<file path="config.mk">
export PLATFORM = sky130hd
export DESIGN_NAME = seg7_io_ctrl
export DESIGN_NICKNAME = d
export VERILOG_FILES = /design/src/rtl/seg7_pkg.sv /design/src/rtl/seg7_bin2bcd.sv /design/src/rtl/seg7_io_ctrl.sv
export SDC_FILE = /design/constraint.sdc
export NUM_CORES = 1
export LEC_CHECK = 0
export CAP_MARGIN = 10
export CORE_MARGIN = 10
export CORE_UTILIZATION = 57
export CTS_CLUSTER_DIAMETER = 30
export CTS_CLUSTER_SIZE = 25
export DETAILED_ROUTE_END_ITERATION = 8
export PLACE_DENSITY = 0.88
export SLEW_MARGIN = 20
export SYNTH_ARGS = -nofsm -noshare
export SYNTH_HDL_FRONTEND = slang
export SYNTH_SLANG_ARGS = --single-unit
</file>
<file path="constraint.sdc">
create_clock -name clk -period 5.2 [get_ports clk]
set_input_delay 1.3 -clock clk [delete_from_list [all_inputs] [get_ports clk]]
set_output_delay 1.3 -clock clk [all_outputs]
set_load 0.02 [all_outputs]
</file>
<file path="src/rtl/seg7_pkg.sv">
// Shared constants and the segment encoder for the seven-segment display controller.
//   PHASE_W / DIGITS : scan phase counter width and digit count
//   DATA_W / BCD_W   : written word width and double-dabble result width
//   seg_enc()        : nibble -> {dp,g,f,e,d,c,b,a}, dp always 0
package seg7_pkg;

  localparam int unsigned PHASE_W = 2;
  localparam int unsigned DIGITS  = 8;
  localparam int unsigned DATA_W  = 32;
  localparam int unsigned BCD_W   = 40;

  // Active-high segment patterns for hex digits 0..F.
  function automatic logic [7:0] seg_enc(input logic [3:0] nib);
    logic [7:0] seg;
    seg = 8'h00;
    case (nib)
      4'h0: seg = 8'h3F;
      4'h1: seg = 8'h06;
      4'h2: seg = 8'h5B;
      4'h3: seg = 8'h4F;
      4'h4: seg = 8'h66;
      4'h5: seg = 8'h6D;
      4'h6: seg = 8'h7D;
      4'h7: seg = 8'h07;
      4'h8: seg = 8'h7F;
      4'h9: seg = 8'h6F;
      4'hA: seg = 8'h77;
      4'hB: seg = 8'h7C;
      4'hC: seg = 8'h39;
      4'hD: seg = 8'h5E;
      4'hE: seg = 8'h79;
      4'hF: seg = 8'h71;
      default: seg = 8'h00;
    endcase
    return seg;
  endfunction

endpackage

</file>
<file path="src/rtl/seg7_bin2bcd.sv">
// Sequential double-dabble converter: one shift-and-add-3 iteration per clock.
//   clk, rst_n : clock, async active-low reset
//   start      : load bin and (re)start; aborts a conversion in progress
//   bin        : 32-bit binary input, sampled with start
//   busy       : registered, high from the cycle after start until completion
//   done_c     : combinational, high in the completion cycle (bcd valid)
//   bcd        : 40-bit result (10 BCD digits)
module seg7_bin2bcd
  import seg7_pkg::*;
(
  input  logic              clk,
  input  logic              rst_n,
  input  logic              start,
  input  logic [DATA_W-1:0] bin,
  output logic              busy,
  output logic              done_c,
  output logic [BCD_W-1:0]  bcd
);

  localparam int unsigned ITER_W = 5;
  localparam int unsigned NDIG   = BCD_W / 4;

  typedef enum logic [1:0] {ST_IDLE, ST_SHIFT, ST_DONE} state_t;

  state_t             state, state_nxt;
  logic [DATA_W-1:0]  sh_bin;
  logic [ITER_W-1:0]  iter;
  logic [BCD_W-1:0]   bcd_adj_c;

  // Add 3 to every BCD digit that is 5 or more before the shift.
  always_comb begin
    bcd_adj_c = bcd;
    for (int i = 0; i < NDIG; i++) begin
      if (bcd[4*i +: 4] >= 4'd5) bcd_adj_c[4*i +: 4] = bcd[4*i +: 4] + 4'd3;
    end
  end

  always_ff @(posedge clk or negedge rst_n) begin
    if (!rst_n) state <= ST_IDLE;
    else        state <= state_nxt;
  end

  // Next state; start overrides everything so a new word restarts the count.
  always_comb begin
    state_nxt = state;
    done_c    = 1'b0;
    case (state)
      ST_IDLE:  state_nxt = ST_IDLE;
      ST_SHIFT: if (iter == ITER_W'(DATA_W - 1)) state_nxt = ST_DONE;
      ST_DONE: begin
        state_nxt = ST_IDLE;
        done_c    = !start;
      end
      default:  state_nxt = ST_IDLE;
    endcase
    if (start) state_nxt = ST_SHIFT;
  end

  // Datapath: iterations run on the 32 edges after start, busy drops in ST_DONE.
  always_ff @(posedge clk or negedge rst_n) begin
    if (!rst_n) begin
      busy   <= 1'b0;
      iter   <= '0;
      sh_bin <= '0;
      bcd    <= '0;
    end else if (start) begin
      busy   <= 1'b1;
      iter   <= '0;
      sh_bin <= bin;
      bcd    <= '0;
    end else if (state == ST_SHIFT) begin
      bcd    <= {bcd_adj_c[BCD_W-2:0], sh_bin[DATA_W-1]};
      sh_bin <= {sh_bin[DATA_W-2:0], 1'b0};
      iter   <= ITER_W'(iter + 1'b1);
    end else if (state == ST_DONE) begin
      busy   <= 1'b0;
    end
  end

endmodule

</file>
<file path="src/rtl/seg7_io_ctrl.sv">
// Seven-segment display controller fed by the IO mux chip-select/write data.
// Latches the written word and scans 4 phases, each lighting one left-group
// and one right-group digit. Build option SEG7_DEC_EN shows the word in decimal.
//   clk, rst_n : clock, async active-low reset
//   seg_cs     : write strobe, seg_wdata : written word
//   seg_an     : digit enables, [7:4] left group, [3:0] right group
//   seg_a      : left-bus segments, seg_b : right-bus segments {dp,g..a}
//   busy       : decimal conversion in progress (0 in the hex build)
module seg7_io_ctrl
  import seg7_pkg::*;
#(
  parameter int unsigned        SCAN_DIV  = 100000,
  parameter logic [DATA_W-1:0]  RESET_VAL = 32'h0000_0000
) (
  input  logic              clk,
  input  logic              rst_n,
  input  logic              seg_cs,
  input  logic [DATA_W-1:0] seg_wdata,
  output logic [DIGITS-1:0] seg_an,
  output logic [7:0]        seg_a,
  output logic [7:0]        seg_b,
  output logic              busy
);

  localparam int unsigned CNT_W = (SCAN_DIV > 2) ? $clog2(SCAN_DIV) : 1;

  logic [CNT_W-1:0]   div_cnt;
  logic [PHASE_W-1:0] phase;
  logic [DATA_W-1:0]  disp_val;
  logic               dp_ovf;
  logic [3:0]         nib_a_c, nib_b_c;
  logic [3:0]         an_grp_c;
  logic               dp_c;

  // Scan divider and phase counter.
  always_ff @(posedge clk or negedge rst_n) begin
    if (!rst_n) begin
      div_cnt <= '0;
      phase   <= '0;
    end else if (div_cnt == CNT_W'(SCAN_DIV - 1)) begin
      div_cnt <= '0;
      phase   <= PHASE_W'(phase + 1'b1);
    end else begin
      div_cnt <= CNT_W'(div_cnt + 1'b1);
    end
  end

`ifdef SEG7_DEC_EN
  logic [BCD_W-1:0] conv_bcd;
  logic             conv_done_c;

  seg7_bin2bcd u_bin2bcd (
    .clk    (clk),
    .rst_n  (rst_n),
    .start  (seg_cs),
    .bin    (seg_wdata),
    .busy   (busy),
    .done_c (conv_done_c),
    .bcd    (conv_bcd)
  );

  // Display keeps the old digits until the converter completes.
  always_ff @(posedge clk or negedge rst_n) begin
    if (!rst_n) begin
      disp_val <= RESET_VAL;
      dp_ovf   <= 1'b0;
    end else if (conv_done_c) begin
      disp_val <= conv_bcd[DATA_W-1:0];
      dp_ovf   <= |conv_bcd[BCD_W-1:DATA_W];
    end
  end
`else
  always_ff @(posedge clk or negedge rst_n) begin
    if (!rst_n)      disp_val <= RESET_VAL;
    else if (seg_cs) disp_val <= seg_wdata;
  end

  assign dp_ovf = 1'b0;
  assign busy   = 1'b0;
`endif

  // Phase p drives nibble 7-p on the left bus and 3-p on the right bus.
  always_comb begin
    an_grp_c = 4'(4'b1000 >> phase);
    nib_a_c  = 4'(disp_val >> {1'b1, ~phase, 2'b00});
    nib_b_c  = 4'(disp_val >> {1'b0, ~phase, 2'b00});
    dp_c     = dp_ovf && (phase == '0);
  end

  always_ff @(posedge clk or negedge rst_n) begin
    if (!rst_n) begin
      seg_an <= '0;
      seg_a  <= '0;
      seg_b  <= '0;
    end else begin
      seg_an <= {an_grp_c, an_grp_c};
      seg_a  <= seg_enc(nib_a_c) | {dp_c, 7'b0};
      seg_b  <= seg_enc(nib_b_c);
    end
  end

endmodule

</file>
# Yosys cells after proc, flatten, opt, wreduce, memory -nomap -nowiden

Memories as Yosys holds them, arrays and structs flattened. A register that Yosys moved wholly into a read port is not among the register bits.
Cells that the tools add are included.

Bits in read-only memories: 224
Memories kept: 2
Input port bits: 35
Word-level logic and storage cells: 18
Output and inout bits: 25
Register bits after elaboration: 75

Memories:

| memory          | depth | width | read ports | clocked after memory_dff | wr ports | RTL line       | text |
|---|---|---|---|---|---|---|---|
| (no name shown) | 16    | 7     | 1          | 1                        | 0        | seg7_pkg.sv:16 | `case (nib)` |
| (no name shown) | 16    | 7     | 1          | 1                        | 0        | seg7_pkg.sv:16 |  |

Bitwise operators: 1
Add/subtract/negate cells: 2
Multiplexer cells: 1
Shifts and indexed selects: 3
Eq/ne operators: 1
Reductions and logical operators: 2

Operators with widths:

| cell                  | number |
|---|---|
| $shr 32x4->4          | 1 |
| $shr 32x5->4          | 1 |
| $add 17x1->17 const B | 1 |
| $eq 17x17->1 const B  | 1 |
| $mux 17               | 1 |
| $shr 4x2->4 const A   | 1 |
| $add 2x1->2 const B   | 1 |
| $logic_not 1->1       | 2 |
| $not 2->2             | 1 |

# Depth between registers and ports, before layout

Depth in word-level cells: 2
Depth in mapped cells: 8
Mapped depth without buffers: 6

# Worst setup path after synthesis

No wires, ideal clock.

Path type: input-to-reg
Start point: input seg_cs
End point: register disp_val[0]
Arrival: 2239 ps
Data required time: 5075 ps
Library setup time: 125 ps
Path buffers: 2
Path slack: 2836 ps
Stages: 3
Cells stage by stage: clkbuf_1 > clkbuf_1 > mux2_2

RTL lines:

| item                   | RTL line           | text |
|---|---|---|
| start: declaration     | seg7_io_ctrl.sv:17 | `input logic seg_cs,` |
| end signal: assignment | seg7_io_ctrl.sv:75 | `else if (seg_cs) disp_val <= seg_wdata;` |
| end: declaration       | seg7_io_ctrl.sv:29 | `logic [DATA_W-1:0] disp_val;` |

No word-level cell between the ends.

==> impl_results.md <==
- Synthesis Warnings: 0
- Post-Syn Area per Cell: 12.09 µm²
- Gate Count Post-Synth: 290
- Switching power: 0.0003285 W
- DR vias: 2,423
- Leading cell types in the layout, fill and taps excluded: dfrtp_1 (69), clkdlybuf4s50_1 (55), mux2_2 (33)
- Combinational share of power: 18.1%
- Clock tree buffer depth: 2
- IO Port Bufs: 56
- Mapped Area: 3507 µm²
- Worst Setup Start Kind: register
- Switching portion of total power: 25.85%
- Worst-path clk slew: 70 ps
- Total track usage: 15.59%
- Class of the worst hold path: register to register
- EDFF count, synth: 0
- Residual DRC: 0
- Final global-route overflow total: 0
- Worst hold path startpoint: div_cnt[14]
- Crit path max-delay family: buffers and inverters
- Asr flop ratio synth: 100.0%
- Dpl hpwl: 5238 µm
- Die Span X: 98.44 µm
- GPL Wtd Cong: 0.8400
- FF-to-FF path depth: 4
- DRT Pass-1 Iters: 5
- Clock Latency Late Sink: 350 ps
- Reg-to-Reg End: seg_b[5]
- Final max-slew violation count: 0
- Final Hold Viols: 0
- Vert. Die Dim: 98.44 µm
- Leading cell type in the layout, fill and taps excluded: dfrtp_1
- Final worst path period share: 50.37%
- Inst Count DP: 407
- Global-route wire length before repair: 12,290 µm
- #FFs+latches synth: 69
- Setup TNS: 0 ps
- Hold Path End: div_cnt[14]
- CTS tree: yes
- Ys flop type: dfrtp_1
- TritonCTS Buffers: 9
- Maxcap violations: 0
- Postcts setup bufs: 0
- Worst-path cell chain: clkdlybuf4s50_1
- VDD IR max: 0.1860 mV
- Crit path kind: register to primary output
- Starting Density: 58.89%
- Die footprint: 9690 µm²
- Reg2Reg Setup Slack: 2740 ps
- Rows: 28
- Levels on crit path: 1
- Vias per Instance: 5.742
- Layout cell share with drive strength beyond 1: 19.88%
- Pint: 0.0009422 W
- Clock Power Share: 34.5%
- Post-CTS sizing: 0
- Slowest stage delay, CP: 620 ps
- Fmax: 381.8 MHz
- Register area share after synthesis: 49.23%
- CP required: 3900 ps
- Diode count: 0
- CTS Hold Buffers Added: 0
- Reg-to-reg startpoint: phase[0]
- Relative slew margins: 46.20%
- Net count, final: 397
- Initial DRC count: 138
- WP data arrival: 1320 ps
- Max Clock Skew: 8.286 ps
- Status: finished, final reports clean
- Worst slew pin tran: 784.6 ps
- Root Driver: clkbuf_8
- Final Critical Period: 2619 ps
- Core box area: 5956 µm²
- Routed wire per std cell: 16.97 µm
- Leak pwr: 1.823 nW
- Number of global-route vias before repair: 2,578
- Endpoint class of the critical path: primary output
- Critical-path top delay cell: clkdlybuf4s50_1
- Bufs and invs on worst path: 1
- Largest net degree at the start of global routing: 43
- Fill count: 426
- Sequential Power Share: 47.5%
- Initial antenna violation count: 0
- H-tree lvl count: 3
- Area grow syn2layout: 22.05%
- Synth cell types: 49
- Final WL: 7161 µm
- Cell Count, Final, Fillers Out: 422
- Hold depth: 1
- Final setup fails: 0
- Clk sink count: 69
- I/O pins: 60
- RSZ-0062 raised after global routing: no
- Crit path max fanout: 2
- Final ANT Viol Nets: 0
- Pwr per Cell Area: 296.9 nW/µm²
## power by group through the flow
stage	combinational, W	sequential [W]	clock (W)
2_1_floorplan	0.000111	0.000632	0
3_3_place_gp	0.000221	0.000610	0
3_5_place_dp	0.000230	0.000614	0
4_1_cts	0.000232	0.000603	0.000447
5_1_grt	0.000251	0.000609	0.000473
6_report	0.000230	0.000603	0.000438
## synth_stat cells (all sizes together) (2+ instances only)
cell type,number,share of area (%)
a2bb2oi,2,0.50
dfrtp,69,49
mux4,8,5.1
nor3b,3,0.64
mux2,33,11
or4,2,0.54
o21ai,7,1.0
ha,19,6.8
xor2,9,2.2
nand2,15,1.6
nor3,4,0.57
a21oi,10,1.5
nand2b,3,0.54
mux2i,6,1.7
clkbuf,5,0.54
or3,5,1.1
buf,13,2.5
nor2,15,1.6
or2,3,0.54
inv,12,1.3
a31oi,4,0.71
nand4,3,0.71
xnor2,8,2.0
a211o,2,0.50
nor2b,3,0.54
a32oi,2,0.50
nand3,9,1.3
nor4,2,0.54
## metal layers
| metal | routed length [µm] | track usage (%) | vias up |
|---|---|---|---|
| met3 | 510 | 6.704 | 19 |
| li1 | - | - | 1121 |
| met4 | 175 | 5.954 | 0 |
| met2 | 3789 | 26.17 | 71 |
| met5 | 0 | 0 | - |
| met1 | 2686 | 17.12 | 1212 |
## layout make-up
type                       count  area (µm²)  share of cell area (%)
multi-input combinational    192        1642                   38.35
inverter                      13       48.80                   1.140
clock inverter                 4       47.55                   1.111
clock buffer                  11       151.4                   3.537
tap                           75       93.84                   2.192
sequential                    69        1727                   40.34
timing repair buffer          58       570.5                   13.33
## flip-flops by register name, summed over array words and instances (netlist names)
name and count:
disp_val 32, div_cnt 17, phase 2, seg_a 7, seg_an 4, seg_b 7
## kinds of logic (layout without fill, tap and decap cells)
logic type               Yosys count  after routing  synth area share, %
AO/OA/AOI/OAI                     35             35                6.565
XOR/XNOR                          17             17                4.246
adder cells (fa/ha/maj)           19             19                6.779
buffers and inverters             31             86                4.424
flip-flops                        69             69                49.23
multiplexers                      47             47                17.45
other                              1              3               0.1069
AND/OR/NAND/NOR                   71             71                11.20
## metrics by stage
| step | hold WS (ps) | setup WS, ps | util, % | total power (W) | area, µm² |
|---|---|---|---|---|---|
| 2_1_floorplan | 452.2 | 2836 | - | 0.0007427 | 3515 |
| 3_3_place_gp | 469.1 | 2579 | 68.38 | 0.0008318 | 4073 |
| 3_5_place_dp | 482.8 | 2547 | 68.38 | 0.0008437 | 4073 |
| 4_1_cts | 497.1 | 2555 | 71.72 | 0.001282 | 4272 |
| 5_1_grt | 502.6 | 2447 | 71.87 | 0.001333 | 4280 |
| 6_report | 496.6 | 2581 | 71.87 | 0.001271 | 4280 |
## worst max-delay path by stage
stage,startpoint,to,slack [ps]
after CTS,seg_an[6],seg_an[2],2550
after floorplan,seg_cs,disp_val[0],2840
after global placement,seg_cs,disp_val[13],2580
after detailed placement,seg_cs,disp_val[30],2550
after global routing,phase[0],seg_b[5],2450
final,seg_an[6],seg_an[2],2580
(Power assumes the default switching activity.)
